## src/rtl/fp_operand_pipe.sv

```systemverilog
// fp_operand_pipe: elastic DEPTH-stage register for packed floating-point
// operand bundles (NOPS x {sign, EW-bit exponent, MW-bit mantissa}).
// Valid/ready handshake with bubble collapsing, synchronous flush and a
// registered occupancy count. Operand fields are carried as opaque bits.
module fp_operand_pipe #(
    parameter int NOPS  = 2,
    parameter int EW    = 8,
    parameter int MW    = 24,
    parameter int DEPTH = 1
) (
    input  logic                         CLK,
    input  logic                         RST_N,
    input  logic                         FLUSH,
    input  logic                         IN_VALID,
    output logic                         IN_READY,
    input  logic [NOPS-1:0]              IN_SIGN,
    input  logic [NOPS*EW-1:0]           IN_EXP,
    input  logic [NOPS*MW-1:0]           IN_MANT,
    output logic                         OUT_VALID,
    input  logic                         OUT_READY,
    output logic [NOPS-1:0]              OUT_SIGN,
    output logic [NOPS*EW-1:0]           OUT_EXP,
    output logic [NOPS*MW-1:0]           OUT_MANT,
    output logic [$clog2(DEPTH+1)-1:0]   OCC
);

    // One bundle = all signs, then all exponents, then all mantissas.
    localparam int BW = NOPS * (1 + EW + MW);
    localparam int OW = $clog2(DEPTH + 1);

    logic [DEPTH-1:0] v_q, v_d;
    logic [BW-1:0]    d_q [DEPTH];
    logic [BW-1:0]    d_d [DEPTH];
    logic [OW-1:0]    occ_q, occ_d;

    // Per-stage ready, and what each stage would load from upstream.
    logic [DEPTH-1:0] rdy;
    logic [DEPTH-1:0] up_v;
    logic [BW-1:0]    up_d [DEPTH];

    logic in_xfer;
    logic out_xfer;

    assign up_v[0] = IN_VALID;
    assign up_d[0] = {IN_SIGN, IN_EXP, IN_MANT};

    // Stage i may advance when it is empty, or any stage downstream of it
    // is empty, or the consumer takes the head bundle. Written as a
    // reduction over v_q so the chain is a pure function of state plus
    // OUT_READY (the only combinational input-to-output path).
    for (genvar gi = 0; gi < DEPTH; gi++) begin : g_rdy
        assign rdy[gi] = OUT_READY | ~(&v_q[DEPTH-1:gi]);
    end

    for (genvar gi = 1; gi < DEPTH; gi++) begin : g_up
        assign up_v[gi] = v_q[gi-1];
        assign up_d[gi] = d_q[gi-1];
    end

    assign IN_READY = rdy[0];
    assign in_xfer  = IN_VALID & rdy[0];
    assign out_xfer = v_q[DEPTH-1] & OUT_READY;

    // Next-state for stage valids and data; flush clears valids only.
    always_comb begin
        // NOTE: every always_comb output gets a full default first, so no path leaves it unassigned and no latch is inferred.
        v_d = v_q;
        d_d = d_q;
        if (FLUSH) begin
            v_d = '0;
        end else begin
            for (int i = 0; i < DEPTH; i++) begin
                if (rdy[i]) begin
                    v_d[i] = up_v[i];
                    // Data only moves with a valid bundle; bubbles leave it alone.
                    if (up_v[i]) begin
                        d_d[i] = up_d[i];
                    end
                end
            end
        end
    end

    // Occupancy tracks transfers; simultaneous in and out cancel.
    always_comb begin
        occ_d = occ_q;
        if (FLUSH) begin
            occ_d = '0;
        end else if (in_xfer && !out_xfer) begin
            occ_d = occ_q + OW'(1);
        end else if (out_xfer && !in_xfer) begin
            occ_d = occ_q - OW'(1);
        end
    end

    // State registers with asynchronous clear.
    always_ff @(posedge CLK or negedge RST_N) begin
        if (!RST_N) begin
            v_q   <= '0;
            occ_q <= '0;
            // NOTE: stage data is cleared on reset so the outputs read zero while empty; this register array is small enough to be flops, not RAM.
            for (int i = 0; i < DEPTH; i++) begin
                d_q[i] <= '0;
            end
        end else begin
            // NOTE: non-blocking assignments here so every stage samples the pre-edge value of its neighbour.
            v_q   <= v_d;
            occ_q <= occ_d;
            for (int i = 0; i < DEPTH; i++) begin
                d_q[i] <= d_d[i];
            end
        end
    end

    assign OUT_VALID                     = v_q[DEPTH-1];
    assign {OUT_SIGN, OUT_EXP, OUT_MANT} = d_q[DEPTH-1];
    assign OCC                           = occ_q;

endmodule
```

## config.mk

```make
export PLATFORM = sky130hd
export DESIGN_NAME = fp_operand_pipe
export DESIGN_NICKNAME = d
export VERILOG_FILES = /design/src/rtl/fp_operand_pipe.sv
export SDC_FILE = /design/constraint.sdc
export NUM_CORES = 1
export LEC_CHECK = 0
export ABC_AREA = 1
export CAP_MARGIN = 40
export CORE_MARGIN = 5
export CORE_UTILIZATION = 43
export CTS_BUF_LIST = sky130_fd_sc_hd__clkbuf_4 sky130_fd_sc_hd__clkbuf_8 sky130_fd_sc_hd__clkbuf_16
export CTS_CLUSTER_DIAMETER = 40
export DETAILED_ROUTE_END_ITERATION = 6
export PLACE_DENSITY = 0.9
export SETUP_SLACK_MARGIN = 0.1
export SYNTH_ARGS = -nofsm -noshare
export SYNTH_HDL_FRONTEND = slang
export SYNTH_SLANG_ARGS = --single-unit
```

## constraint.sdc

```tcl
create_clock -name CLK -period 2.4 [get_ports CLK]
set_input_delay 0.36 -clock CLK [delete_from_list [all_inputs] [get_ports CLK]]
set_output_delay 0.36 -clock CLK [all_outputs]
set_load 0.02 [all_outputs]
```

==> run summary <==
Final Hold Vio Count: 0
Slowest CP cell: clkdlybuf4s50_1
Placed cells: 503
Outcome: finished, final reports clean
Commonest cells in the netlist: 126 x nand2_1, 68 x dfrtp_1, 67 x nand3_1
Worst-path clk slew: 0.07 ns
First DRT Iteration DRCs: 123
Io pins: 140
Via density: 4.95
Syn Area/Cell: 9.21 um^2
H-tree depth: 3
Die width: 90.4 um
Flop pwr share: 0.411
Root Driver: clkbuf_8
Sw Ratio: 0.289
Sequential area share after synthesis: 0.612
Leak: 2.14 nW
Vias: 2,574
Post-detail-place hpwl: 5.61 mm
Area grow syn2layout: 58.4%
Port Buffers: 139
Layout cells sized above 1: 0.0835
CP Cell Sequence: inv_1 -> or2_2 -> clkdlybuf4s50_1
Layout Skew: 0.00917 ns
Largest cells by area after synthesis: dfrtp_1 61%, nand2_1 17%, nand3_1 12%
Placement-stage cell area: 0.00416 mm^2
Adder-cell share of the synthesized area: 0
Synth warnings: 0
Psw: 0.996 mW
Post-synth EDFFs: 0
Critical path arrival: 1.64 ns
Post-synth top area share: 0.612
DR pass1 iterations: 4
Post-Layout Cell Count: 520
RSZ-0062 raised after global routing: false
CTS tree: yes
Total track usage: 0.191
Max Cap Violations: 0
Worst rel slew slack: 0.552
Vias in the first global route: 2,691
Worst EP required: 2.04 ns
Kind of critical path: reg2out
Final-stage net count: 509
Largest family of logic cells by synthesized area: simple AND/OR/NAND/NOR gates
Crit path max fanout: 3
Final period utilization: 0.832
Async S/R FF share, synth: 1.00
Worst min path class: reg2reg
FP Rows: 29
Logic pwr share: 0.275
DR WL/cell: 14.9 um
Final Setup Violations: 0
Die Y: 90.4 um
Clock latency on the worst-skew pair: 0.33 ns
Crit path max-delay family: buffers and inverters
Post-synthesis mux area share: 0
Largest net degree at the start of global routing: 69
#FFs+latches synth: 68
Synth Area in Compound Gates: 0.00360
Least-Margin Pin Slew: 0.672 ns
Period minus WS final: 2.00 ns
Pins Over Slew Limit: 0
Syn Inst Count: 302
Die area: 0.00818 mm^2
Final instance area: 0.00441 mm^2
Syn Nets: 373
Synthesized cell area: 0.00278 mm^2
Crit-path max cell delay: 0.56 ns
Power Dens Cells: 782 mW/mm^2
Internal power: 2.45 mW
Post-route setup TNS: 0 ns
Initial core utilization: 0.441
CTS sink cnt: 68
Antenna-violating nets left: 0
Simple-gate share of the synthesized area: 0.325
# DRC: 0
Top FF cell, synth: dfrtp_1
RD Place Congestion: 0.749
Max Buffers Root-to-Sink: 2
CP endpoint kind: output pin
Fmax: 501 MHz
Bufs and invs on worst path: 2
Peak supply drop: 0.000420 V
Drt total wl: 7.74 mm
Total core area: 0.00631 mm^2
Clock power share: 0.314
Initial antenna violation count: 0
Synth Area in XOR/XNOR: 0
Fill count: 472
Distinct cells, synth: 14
Startpoint Class: register
ANT cells: 0
Cts bufs inserted: 9
First-pass GRT wire length: 12.8 mm
Leading area contributor after synthesis: dfrtp_1
GRT Residual Overflow: 0
Most common cell in the synthesized netlist: nand2_1
logic make-up after synthesis:
kind of cell | count (synthesis)
and+or+nand+nor | 207
buffers and inverters | 25
AOI/OAI and AO/OA | 2
DFF | 68
through the flow:
step           power, mW  worst slack, ns   util  hold WS (ns)
2_1_floorplan       1.85            0.996      -        0.0644
6_report            3.45            0.402  0.698         0.472
4_1_cts             3.48            0.382  0.698         0.463
5_1_grt             3.61            0.359  0.698         0.501
3_5_place_dp        2.39            0.209  0.659         0.297
3_3_place_gp        2.36            0.270  0.659         0.287
metal layers:
| metal | track usage | part of all wire | vias up |
|---|---|---|---|
| met2 | 0.315 | 0.49 | 119 |
| met1 | 0.230 | 0.40 | 1208 |
| met3 | 0.0558 | 0.081 | 15 |
| li1 | - | - | 1232 |
| met5 | 0 | 0 | - |
| met4 | 0.0881 | 0.021 | 0 |
worst min-delay path, cell delays in order (launching register included):
cell and delay, ns:
dfrtp_1 0.34, nand2_1 0.05, nand2_1 0.05
layout make-up:
| type | count | area [um^2] | area share |
|---|---|---|---|
| clock buffer | 12 | 165 | 0.0375 |
| clock inverter | 4 | 70.1 | 0.0159 |
| inverter | 3 | 11.3 | 0.00256 |
| multi-input combinational | 209 | 913 | 0.207 |
| sequential | 68 | 1700 | 0.386 |
| tap | 77 | 96.3 | 0.0219 |
| timing repair buffer | 147 | 1450 | 0.329 |
power by group through the flow:
stage                     logic [mW]  registers (mW)  clock network, mW
after floorplan                0.211            1.64                  0
after global placement         0.935            1.42                  0
after detailed placement       0.958            1.43                  0
after CTS                      0.963            1.42               1.10
after global routing            1.02            1.44               1.15
final                          0.948            1.42               1.08
cell usage in the layout (no fill, tap or decap):
| master | synthesis | routed |
|---|---|---|
| nand3_1 | 67 | 67 |
| a21oi_1 | 2 | 2 |
| inv_1 | 3 | 3 |
| clkbuf_8 | 0 | 12 |
| buf_4 | 0 | 7 |
| clkinv_2 | 0 | 2 |
| nor2_4 | 1 | 1 |
| nand2_1 | 126 | 126 |
| dfrtp_1 | 68 | 68 |
| nor2_1 | 1 | 1 |
| dlygate4sd3_1 | 0 | 1 |
| nand2_2 | 10 | 10 |
| or2_2 | 0 | 1 |
| buf_2 | 10 | 1 |
| clkdlybuf4s50_1 | 0 | 138 |
| nand2_4 | 1 | 1 |
| bufinv_16 | 0 | 2 |
registers in the layout, indices dropped and copies added (netlist names):
signal,flops
d_q,66
OCC,1
OUT_VALID,1
worst paths after layout:
check | depth (start not counted) | from | slack [ns] | to
min in group asynchronous | 2 | RST_N | 0.48 | OUT_VALID
max reg2reg | 7 | OUT_VALID | 0.54 | d_q[14]
min | 2 | d_q[27] | 0.47 | d_q[27]
max | 3 | OUT_VALID | 0.40 | IN_READY
min reg2reg | 2 | d_q[27] | 0.47 | d_q[27]
max in group asynchronous | 3 | RST_N | 1.24 | d_q[4]
what timing repair did:
item	4_1_cts	5_1_grt
hold buffers	1	0
buffers inserted	0	0
setup endpoints to repair	0	0
endpoints found under the hold margin	15	0
resized for setup	0	0
No activity file was read; power rests on OpenSTA's default activity.
